<file path="config.mk">
export PLATFORM = sky130hd
export DESIGN_NAME = uart_echo_top
export DESIGN_NICKNAME = d
export VERILOG_FILES = /design/src/rtl/uart_pkg.sv /design/src/rtl/uart_rx.sv /design/src/rtl/uart_tx.sv /design/src/rtl/uart_echo_top.sv
export SDC_FILE = /design/constraint.sdc
export NUM_CORES = 1
export LEC_CHECK = 0
export ABC_AREA = 1
export BUFFER_PORTS_ARGS = -buffer_cell sky130_fd_sc_hd__buf_4
export CAP_MARGIN = 40
export CORE_ASPECT_RATIO = 1.25
export CORE_UTILIZATION = 32
export DETAILED_ROUTE_END_ITERATION = 16
export MAX_ROUTING_LAYER = met4
export PLACE_DENSITY_LB_ADDON = 0.15
export SYNTH_ARGS = -nofsm -noshare
export SYNTH_HDL_FRONTEND = slang
export SYNTH_HIERARCHICAL = 1
export SYNTH_SLANG_ARGS = --single-unit
</file>
<file path="constraint.sdc">
create_clock -name clk -period 2 [get_ports clk]
set_input_delay 0.2 -clock clk [delete_from_list [all_inputs] [get_ports clk]]
set_output_delay 0.2 -clock clk [all_outputs]
set_load 0.01 [all_outputs]
</file>
<file path="src/rtl/uart_pkg.sv">
// Shared definitions for the 8N1 UART echo design: FSM encoding and frame constants.
package uart_pkg;

    typedef enum logic [1:0] {
        ST_IDLE  = 2'd0,
        ST_START = 2'd1,
        ST_DATA  = 2'd2,
        ST_STOP  = 2'd3
    } uart_state_t;

    localparam int   DATA_BITS  = 8;
    localparam int   IDX_W      = $clog2(DATA_BITS);
    localparam int   CNT_W      = 16;
    localparam logic IDLE_LEVEL = 1'b1;

endpackage

</file>
<file path="src/rtl/uart_rx.sv">
// 8N1 receiver: two-flop synchronizer, mid-bit sampling, sticky framing-error flag.
module uart_rx
    import uart_pkg::*;
#(
    parameter int CLKS_PER_BIT = 434
) (
    input  logic                 clk,
    input  logic                 reset,
    input  logic                 rx_serial,
    output logic                 rx_valid,
    output logic [DATA_BITS-1:0] rx_data,
    output logic                 frame_err
);

    localparam logic [CNT_W-1:0] LAST_CNT = CNT_W'(CLKS_PER_BIT - 1);
    localparam logic [CNT_W-1:0] HALF_CNT = CNT_W'(CLKS_PER_BIT / 2 - 1);

    logic                 meta_reg, sync_reg;
    uart_state_t          state_reg, state_next;
    logic [CNT_W-1:0]     cnt_reg, cnt_next;
    logic [IDX_W-1:0]     bit_idx_reg, bit_idx_next;
    logic [DATA_BITS-1:0] shift_reg, shift_next;
    logic [DATA_BITS-1:0] data_reg, data_next;
    logic                 valid_reg, valid_next;
    logic                 err_reg, err_next;

    always_ff @(posedge clk) begin
        if (reset) begin
            meta_reg    <= IDLE_LEVEL;
            sync_reg    <= IDLE_LEVEL;
            state_reg   <= ST_IDLE;
            cnt_reg     <= '0;
            bit_idx_reg <= '0;
            shift_reg   <= '0;
            data_reg    <= '0;
            valid_reg   <= 1'b0;
            err_reg     <= 1'b0;
        end else begin
            meta_reg    <= rx_serial;
            sync_reg    <= meta_reg;
            state_reg   <= state_next;
            cnt_reg     <= cnt_next;
            bit_idx_reg <= bit_idx_next;
            shift_reg   <= shift_next;
            data_reg    <= data_next;
            valid_reg   <= valid_next;
            err_reg     <= err_next;
        end
    end

    always_comb begin
        state_next   = state_reg;
        cnt_next     = cnt_reg;
        bit_idx_next = bit_idx_reg;
        shift_next   = shift_reg;
        data_next    = data_reg;
        valid_next   = 1'b0;
        err_next     = err_reg;
        case (state_reg)
            ST_IDLE: begin
                cnt_next = '0;
                if (!sync_reg) state_next = ST_START;
            end
            // A start bit that is high again at mid-bit is treated as a glitch.
            ST_START: begin
                if (cnt_reg == HALF_CNT) begin
                    cnt_next   = '0;
                    state_next = sync_reg ? ST_IDLE : ST_DATA;
                end else begin
                    cnt_next = cnt_reg + 1'b1;
                end
            end
            ST_DATA: begin
                if (cnt_reg == LAST_CNT) begin
                    cnt_next     = '0;
                    shift_next   = {sync_reg, shift_reg[DATA_BITS-1:1]};
                    bit_idx_next = bit_idx_reg + 1'b1;
                    if (bit_idx_reg == IDX_W'(DATA_BITS - 1)) state_next = ST_STOP;
                end else begin
                    cnt_next = cnt_reg + 1'b1;
                end
            end
            ST_STOP: begin
                if (cnt_reg == LAST_CNT) begin
                    cnt_next   = '0;
                    state_next = ST_IDLE;
                    if (sync_reg) begin
                        data_next  = shift_reg;
                        valid_next = 1'b1;
                    end else begin
                        err_next = 1'b1;
                    end
                end else begin
                    cnt_next = cnt_reg + 1'b1;
                end
            end
            default: state_next = ST_IDLE;
        endcase
    end

    assign rx_valid  = valid_reg;
    assign rx_data   = data_reg;
    assign frame_err = err_reg;

endmodule

</file>
<file path="src/rtl/uart_tx.sv">
// 8N1 transmitter with a registered serial output; tx_done marks the end of the stop bit.
module uart_tx
    import uart_pkg::*;
#(
    parameter int CLKS_PER_BIT = 434
) (
    input  logic                 clk,
    input  logic                 reset,
    input  logic                 tx_start,
    input  logic [DATA_BITS-1:0] tx_byte,
    output logic                 o_tx_serial,
    output logic                 tx_active,
    output logic                 tx_done
);

    localparam logic [CNT_W-1:0] LAST_CNT = CNT_W'(CLKS_PER_BIT - 1);

    uart_state_t          state_reg, state_next;
    logic [CNT_W-1:0]     cnt_reg, cnt_next;
    logic [IDX_W-1:0]     bit_idx_reg, bit_idx_next;
    logic [DATA_BITS-1:0] data_reg, data_next;
    logic                 serial_reg, serial_next;
    logic                 done_reg, done_next;

    always_ff @(posedge clk) begin
        if (reset) begin
            state_reg   <= ST_IDLE;
            cnt_reg     <= '0;
            bit_idx_reg <= '0;
            data_reg    <= '0;
            serial_reg  <= IDLE_LEVEL;
            done_reg    <= 1'b0;
        end else begin
            state_reg   <= state_next;
            cnt_reg     <= cnt_next;
            bit_idx_reg <= bit_idx_next;
            data_reg    <= data_next;
            serial_reg  <= serial_next;
            done_reg    <= done_next;
        end
    end

    always_comb begin
        state_next   = state_reg;
        cnt_next     = cnt_reg;
        bit_idx_next = bit_idx_reg;
        data_next    = data_reg;
        serial_next  = serial_reg;
        done_next    = 1'b0;
        case (state_reg)
            ST_IDLE: begin
                serial_next  = IDLE_LEVEL;
                cnt_next     = '0;
                bit_idx_next = '0;
                if (tx_start) begin
                    data_next   = tx_byte;
                    serial_next = 1'b0;
                    state_next  = ST_START;
                end
            end
            ST_START: begin
                if (cnt_reg == LAST_CNT) begin
                    cnt_next    = '0;
                    serial_next = data_reg[0];
                    state_next  = ST_DATA;
                end else begin
                    cnt_next = cnt_reg + 1'b1;
                end
            end
            ST_DATA: begin
                if (cnt_reg == LAST_CNT) begin
                    cnt_next = '0;
                    if (bit_idx_reg == IDX_W'(DATA_BITS - 1)) begin
                        bit_idx_next = '0;
                        serial_next  = IDLE_LEVEL;
                        state_next   = ST_STOP;
                    end else begin
                        bit_idx_next = bit_idx_reg + 1'b1;
                        serial_next  = data_reg[bit_idx_reg + 1'b1];
                    end
                end else begin
                    cnt_next = cnt_reg + 1'b1;
                end
            end
            ST_STOP: begin
                if (cnt_reg == LAST_CNT) begin
                    cnt_next   = '0;
                    done_next  = 1'b1;
                    state_next = ST_IDLE;
                end else begin
                    cnt_next = cnt_reg + 1'b1;
                end
            end
            default: state_next = ST_IDLE;
        endcase
    end

    assign o_tx_serial = serial_reg;
    assign tx_active   = (state_reg != ST_IDLE);
    assign tx_done     = done_reg;

endmodule

</file>
<file path="src/rtl/uart_echo_top.sv">
// UART loopback: received bytes are echoed through a one-deep drop-oldest buffer; LEDs show status.
module uart_echo_top
    import uart_pkg::*;
#(
    parameter int CLKS_PER_BIT = 434
) (
    input  logic       clk,
    input  logic       reset,
    input  logic [1:0] key,
    output logic [9:0] ledr,
    input  logic       i_rx_serial,
    output logic       o_tx_serial
);

    logic                 rx_valid;
    logic [DATA_BITS-1:0] rx_data;
    logic                 frame_err;
    logic                 tx_active;
    logic                 tx_done;

    logic                 tx_start_reg, tx_start_next;
    logic [DATA_BITS-1:0] tx_byte_reg, tx_byte_next;
    logic                 pend_valid_reg, pend_valid_next;
    logic [DATA_BITS-1:0] pend_byte_reg, pend_byte_next;
    logic [DATA_BITS-1:0] led_byte_reg, led_byte_next;
    logic                 key_reg;
    logic                 launch;
    logic                 unused_key;

    assign unused_key = key[0];

    uart_rx #(.CLKS_PER_BIT(CLKS_PER_BIT)) u_rx (
        .clk       (clk),
        .reset     (reset),
        .rx_serial (i_rx_serial),
        .rx_valid  (rx_valid),
        .rx_data   (rx_data),
        .frame_err (frame_err)
    );

    uart_tx #(.CLKS_PER_BIT(CLKS_PER_BIT)) u_tx (
        .clk         (clk),
        .reset       (reset),
        .tx_start    (tx_start_reg),
        .tx_byte     (tx_byte_reg),
        .o_tx_serial (o_tx_serial),
        .tx_active   (tx_active),
        .tx_done     (tx_done)
    );

    always_ff @(posedge clk) begin
        if (reset) begin
            tx_start_reg   <= 1'b0;
            tx_byte_reg    <= '0;
            pend_valid_reg <= 1'b0;
            pend_byte_reg  <= '0;
            led_byte_reg   <= '0;
            key_reg        <= 1'b0;
        end else begin
            tx_start_reg   <= tx_start_next;
            tx_byte_reg    <= tx_byte_next;
            pend_valid_reg <= pend_valid_next;
            pend_byte_reg  <= pend_byte_next;
            led_byte_reg   <= led_byte_next;
            key_reg        <= key[1];
        end
    end

    // A fresh byte launches only into a truly idle transmitter; otherwise the
    // end of a frame drains whatever is newest, a same-cycle rx_valid winning.
    assign launch = (rx_valid | pend_valid_reg) &
                    (tx_done | (~tx_active & ~tx_start_reg & ~pend_valid_reg));

    always_comb begin
        tx_start_next   = 1'b0;
        tx_byte_next    = tx_byte_reg;
        pend_valid_next = pend_valid_reg;
        pend_byte_next  = pend_byte_reg;
        led_byte_next   = led_byte_reg;
        if (rx_valid) led_byte_next = rx_data;
        if (launch) begin
            tx_start_next   = 1'b1;
            tx_byte_next    = rx_valid ? rx_data : pend_byte_reg;
            pend_valid_next = 1'b0;
        end else if (rx_valid) begin
            pend_valid_next = 1'b1;
            pend_byte_next  = rx_data;
        end
    end

    assign ledr = {frame_err, key_reg, led_byte_reg};

endmodule

</file>
* Yosys cells after proc, flatten, opt, wreduce, memory -nomap -nowiden
Index checks and enable logic that the tools add are counted.
** Cells by class
- Add/sub/neg operators :: 4
- Magnitude comparators :: 1
- Equal/unequal tests :: 21
- Multiplexer cells :: 32
- Bitwise operators :: 12
- Reduce and logical (&&, ||, !) cells :: 18
** Operators with widths (number)
- $mux 16 :: 3
- $pmux 16 s3 :: 1
- $add 16x1->16 const B :: 2
- $eq 16x9->1 const B :: 2
- $pmux 16 s2 :: 1
- $mux 2 :: 11
- $eq 16x8->1 const B :: 1
- $ne 2x1->1 const B :: 8
- $pmux 2 s4 :: 2
- $reduce_and 5->1 :: 2
- $reduce_and 3->1 :: 3
- $eq 2x2->1 const B :: 4
- $mux 1 :: 8
- $mux 8 :: 1
- $not 1->1 :: 7
- $add 3x1->3 const B :: 2
- $eq 3x3->1 const B :: 2
- $mux 3 :: 2
- $pmux 3 s2 :: 1
- $reduce_and 2->1 :: 3
- $reduce_or 2->1 :: 3
- $reduce_or 3->1 :: 2
- $eq 2x1->1 const B :: 2
- $logic_not 2->1 :: 2
- 8 further kinds :: 13
** Word-level totals
- Register bits after elaboration :: 99
- Bits of input ports :: 5
- Output and inout bits :: 11
- Logic and storage cells :: 109

* Longest topological paths before layout
- Word-level depth :: 7
- Depth in mapped cells :: 10
- Gate-level depth less buffers :: 9

* Hierarchy
Netlist, hierarchy kept.
** By module, submodules not included
- uart_rx :: instances 1, cells an instance 279, area an instance 2026.9 µm², sequential area each 820.8 µm²
- uart_tx :: instances 1, cells an instance 236, area an instance 1741.7 µm², sequential area each 620.6 µm²
- uart_echo_top :: instances 1, cells an instance 141, area an instance 1122.3 µm², sequential area each 540.5 µm²

* Worst setup path before layout
Ideal clock, no wire load.
- Path kind :: reg-to-reg
- Start :: reg u_rx.cnt_reg[0]
- End :: reg u_rx.cnt_reg[0]
- Setup time :: 0.121 ns
- Arrival :: 1.329 ns
- Data required time :: 1.879 ns
- Setup slack :: 0.551 ns
- Stages on the path, launching flop included :: 10
- Buffers on the path :: 1
- Period minus slack after synthesis :: 1.449 ns
- Cell sequence :: dfxtp_1 -> ha_1 -> nand2_1 -> nor2_4 -> nand2_4 -> nand2_4 -> nand2_4 -> nand2_4 -> buf_8 -> nor2_2
** On the way
- Word-level cells in the longest chain between the ends :: 3
- Elaborated cells between the ends (all ways) :: 6
- Those cells by class :: add/sub: 1; eq/ne: 2; mux: 3
** Ends and longest elaborated chain
- start, declared :: line uart_rx.sv:20 : logic [CNT_W-1:0] cnt_reg, cnt_next;
- start signal, assigned :: line uart_rx.sv:42 : cnt_reg <= cnt_next;
- $add 16x1->16 (tied with other cells) :: line uart_rx.sv:70, uart_rx.sv:80, uart_rx.sv:94
- $mux 16, on equally long branches :: line uart_rx.sv:74, uart_rx.sv:84, uart_rx.sv:66
- $pmux 16 s3 * :: line uart_rx.sv:59 : case (state_reg)
Mark *: on every way between the ends. The rest lies on a longest branch, timed or not.
A chain may end at the register's enable or synchronous reset.

* Worst setup path after layout
- Start :: reg u_tx.state_reg[0]
- End :: reg pend_byte_reg[6]
** On the way
- Word-level cells in the longest chain between the ends :: 6
** Ends and longest elaborated chain
- start, declared :: line uart_tx.sv:18 : uart_state_t state_reg, state_next;
- start signal, assigned :: line uart_tx.sv:34 : state_reg <= state_next;
- $reduce_bool 2->1 :: line uart_tx.sv:99 : assign tx_active = (state_reg != ST_IDLE);
- named net tx_active :: line uart_echo_top.sv:18 : logic tx_active;
- $not 1->1 :: line uart_echo_top.sv:72 : (tx_done | (~tx_active & ~tx_start_reg & ~pend_valid_reg));
- $and 1x1->1 (2 in a row) :: line uart_echo_top.sv:72
- $or 1x1->1 :: line uart_echo_top.sv:72
- $and 1x1->1 :: line uart_echo_top.sv:71 : assign launch = (rx_valid | pend_valid_reg) &
- end signal, assigned :: line uart_echo_top.sv:63 : pend_byte_reg <= pend_byte_next;
- end, declared :: line uart_echo_top.sv:24 : logic [DATA_BITS-1:0] pend_byte_reg, pend_byte_next;
The timed path passes the listed nets, and every way through them passes these cells.

==> results by group <==
Pwr
  – Logic pwr share: 0.110
  – P_int: 3.17 mW
  – Net load switching power: 1.18 mW
  – Sw Share: 0.271
  – Peak supply drop: 388 uV
  – P per Cell Area: 807 mW/mm^2
  – Total power: 4.36 mW
  – Share of power burned in registers: 0.468
  – Leak: 2.28 nW
  – Power share of the clock group: 0.421

Placement
  – GP Congestion: 0.861
  – Count of input and output buffers: 14
  – Dpl hpwl: 6860 um
  – Area after DPL: 0.00508 mm^2

Cells and area
  – Final core utilization: 0.361
  – Layout cell share with drive strength beyond 1: 0.135
  – Ant diodes: 0
  – FILL cells: 1579
  – P&R area growth vs syn: 10.4%
  – Area of the multi-input gates: 0.00247 mm^2
  – Fin nets: 683
  – Design Area, Final: 0.00540 mm^2
  – FF+latch area: 0.00198 mm^2

Synthesis
  – Synthesis Warnings: 6
  – Commonest register cell after synthesis: dfxtp_1
  – Distinct cells, synth: 43
  – Net Count, Synth: 675
  – Top-count cell post-synth: nand2_1
  – Yosys reg bits: 99
  – Largest area contributor in the netlist: dfxtp_1
  – Fraction of registers with async set/reset: 0
  – Cells after synthesis: 656
  – Synth cell count leaders: nand2_1 (135), nor2_1 (111), dfxtp_1 (99)
  – Post-synth EDFFs: 0
  – Top-area cell type share of the netlist area: 0.405
  – Largest cells by area after synthesis: dfxtp_1 (41%), nand2_1 (10%), nor2_1 (8.5%)
  – Mapped cell area: 0.00489 mm^2
  – Mean area per synthesized cell: 7.46 um^2
  – Sequential-to-total area share from yosys stat: 0.405

Timing
  – Min Tclk post-route: 1590 ps
  – Hold WS: 32.2 ps
  – Final-report setup violation count: 0
  – Final Hold Viols: 0
  – Final critical-path share of the clock period: 0.794
  – Relative slew slack: 0.656
  – RSZ-0062 raised after global routing: no
  – Worst clock skew: 10.0 ps
  – Final TNS setup: 0 ps
  – Fin. max-slew vios: 0
  – FMAX: 629 MHz
  – Tightest Pin Transition: 515 ps

Clock network
  – Clk sinks: 99
  – H-tree depth: 3
  – # resized after CTS: 0
  – Clock buffer count from CTS: 9
  – CTS root buf: clkbuf_16
  – Clock latency on the worst-skew pair: 350 ps
  – CTS tree: done
  – Post-CTS setup buffer count: 0
  – Clock Path Buffers: 2
  – Clock transition at path regs: 70 ps
  – CTS Hold Buffers Added: 0

Worst setup path
  – Worst R2R Path Depth: 9
  – CP Data Arrival Time: 1880 ps
  – Max FO, Critical Path: 18
  – RR Endpoint: pend_byte_reg[6]
  – Critical Path RT: 2290 ps
  – Reg2reg start: u_tx/state_reg[0]
  – Crit Path Category: reg -> reg
  – Setup crit end kind: flip-flop
  – R2R Setup Slk: 410 ps
  – Startpoint type of the worst setup path: flip-flop

GRT
  – Antenna violations before repair: 0
  – Total global routing track utilization: 0.138
  – Vias in the first global route: 3815
  – First-pass GRT wire length: 17200 um
  – Global route total overflow: 0
  – Largest net degree at the start of global routing: 24

Floorplan
  – Placement row count: 50
  – Core area: 0.0150 mm^2
  – Die Y: 140 um
  – IO Pins: 16
  – Starting Density: 0.327
  – Die Wd: 113 um
  – Die ar.: 0.0158 mm^2

Routing
  – Wire per inst: 11.2 um
  – Antenna-violating nets left: 0
  – Drt via density: 4.61
  – DRT iter0 DRCs: 220
  – Drt first pass iters: 4
  – DRC: 0
  – Vias: 3924
  – Total Wirelength: 9530 um

Min path
  – Hold path depth: 2
  – Hold Path Class: in -> reg
  – Hold EP: u_rx/meta_reg
  – Worst hold start: i_rx_serial

Status
  – Status: finished clean

Flow run
  – Max-cap check violation count: 0
## area by class of cell
| cell class | count | area share |
|---|---|---|
| multi-input cells | 469 | 0.457 |
| flip-flops and latches | 99 | 0.367 |
| inverters | 67 | 0.0482 |
| well taps | 182 | 0.0422 |
| clock buffers | 9 | 0.0417 |
| repair buffers | 18 | 0.0264 |
| clock inverters | 7 | 0.0176 |
## through the flow
stage | worst slack [ps] | instances
finish | 411 | 851
global route | 207 | 851
CTS | 393 | 851
detailed placement | 400 | 835
global placement | 392 | 834
floorplan | 551 | 656
## power groups by stage
stage	Sequential, mW	Combinational [mW]	Clock, mW
finish	2.04	0.481	1.84
floorplan	2.08	0.401	0
global route	2.05	0.560	2.00
CTS	2.04	0.487	1.91
global placement	2.09	0.484	0
detailed placement	2.09	0.486	0
## logic make-up (layout without fill, tap and decap cells)
| family | after synthesis | in the layout | share of synthesized area |
|---|---|---|---|
| AO/OA/AOI/OAI | 58 | 58 | 0.0647 |
| adder cells (fa/ha/maj) | 14 | 14 | 0.0358 |
| buffers and inverters | 88 | 101 | 0.0903 |
| flip-flops | 99 | 99 | 0.405 |
| XOR/XNOR | 11 | 11 | 0.0197 |
| AND/OR/NAND/NOR | 386 | 386 | 0.384 |
## per-layer routing
| layer | global-route usage | share of wire | vias to the layer above |
|---|---|---|---|
| met2 | 0.222 | 0.46 | 34 |
| met4 | 0.0547 | 0.018 | 0 |
| met3 | 0.0316 | 0.020 | 13 |
| met1 | 0.166 | 0.50 | 1755 |
| met5 | - | 0 | - |
| li1 | - | - | 2122 |
## worst max-delay path by stage
stage / slack (ps) / end / cells after the start / startpoint
6_report: 410 / pend_byte_reg[6] / 9 / u_tx/state_reg[0]
3_5_place_dp: 400 / u_rx/bit_idx_reg[0] / 9 / u_rx/cnt_reg[1]
5_1_grt: 210 / tx_byte_reg[2] / 9 / u_tx/state_reg[0]
3_3_place_gp: 390 / tx_byte_reg[7] / 9 / u_tx/state_reg[0]
4_1_cts: 390 / u_rx/bit_idx_reg[0] / 9 / u_rx/cnt_reg[1]
2_1_floorplan: 550 / u_rx/cnt_reg[0] / 9 / u_rx/cnt_reg[0]
## critical path, cell delays in order (launching register included)
cell,delay [ps]
dfxtp_1,380
inv_1,100
ha_1,230
inv_1,100
inv_1,50
nand2_1,70
nand2_2,220
nand2_8,220
nand3_1,80
nand2_1,70
## layout by cell type, fill, tap and decap left out, types with 3 or more instances in the layout
| cell type | Yosys | routed |
|---|---|---|
| nor2_4 | 6 | 6 |
| ha_1 | 14 | 14 |
| a21oi_1 | 25 | 25 |
| nand3_1 | 52 | 52 |
| o21ai_0 | 23 | 23 |
| nor2_2 | 12 | 12 |
| or2_2 | 3 | 3 |
| dfxtp_1 | 99 | 99 |
| nand3_2 | 6 | 6 |
| nor2_1 | 111 | 111 |
| nand2_2 | 7 | 7 |
| inv_1 | 62 | 62 |
| nor3_1 | 7 | 7 |
| xor2_1 | 5 | 5 |
| clkbuf_16 | 0 | 9 |
| buf_4 | 3 | 17 |
| nand4_1 | 28 | 28 |
| xnor2_1 | 6 | 6 |
| clkinv_4 | 1 | 3 |
| clkinv_2 | 3 | 3 |
| a21oi_2 | 4 | 4 |
| nand2_4 | 9 | 9 |
| nand2_1 | 135 | 135 |
(Power assumes the default switching activity.)
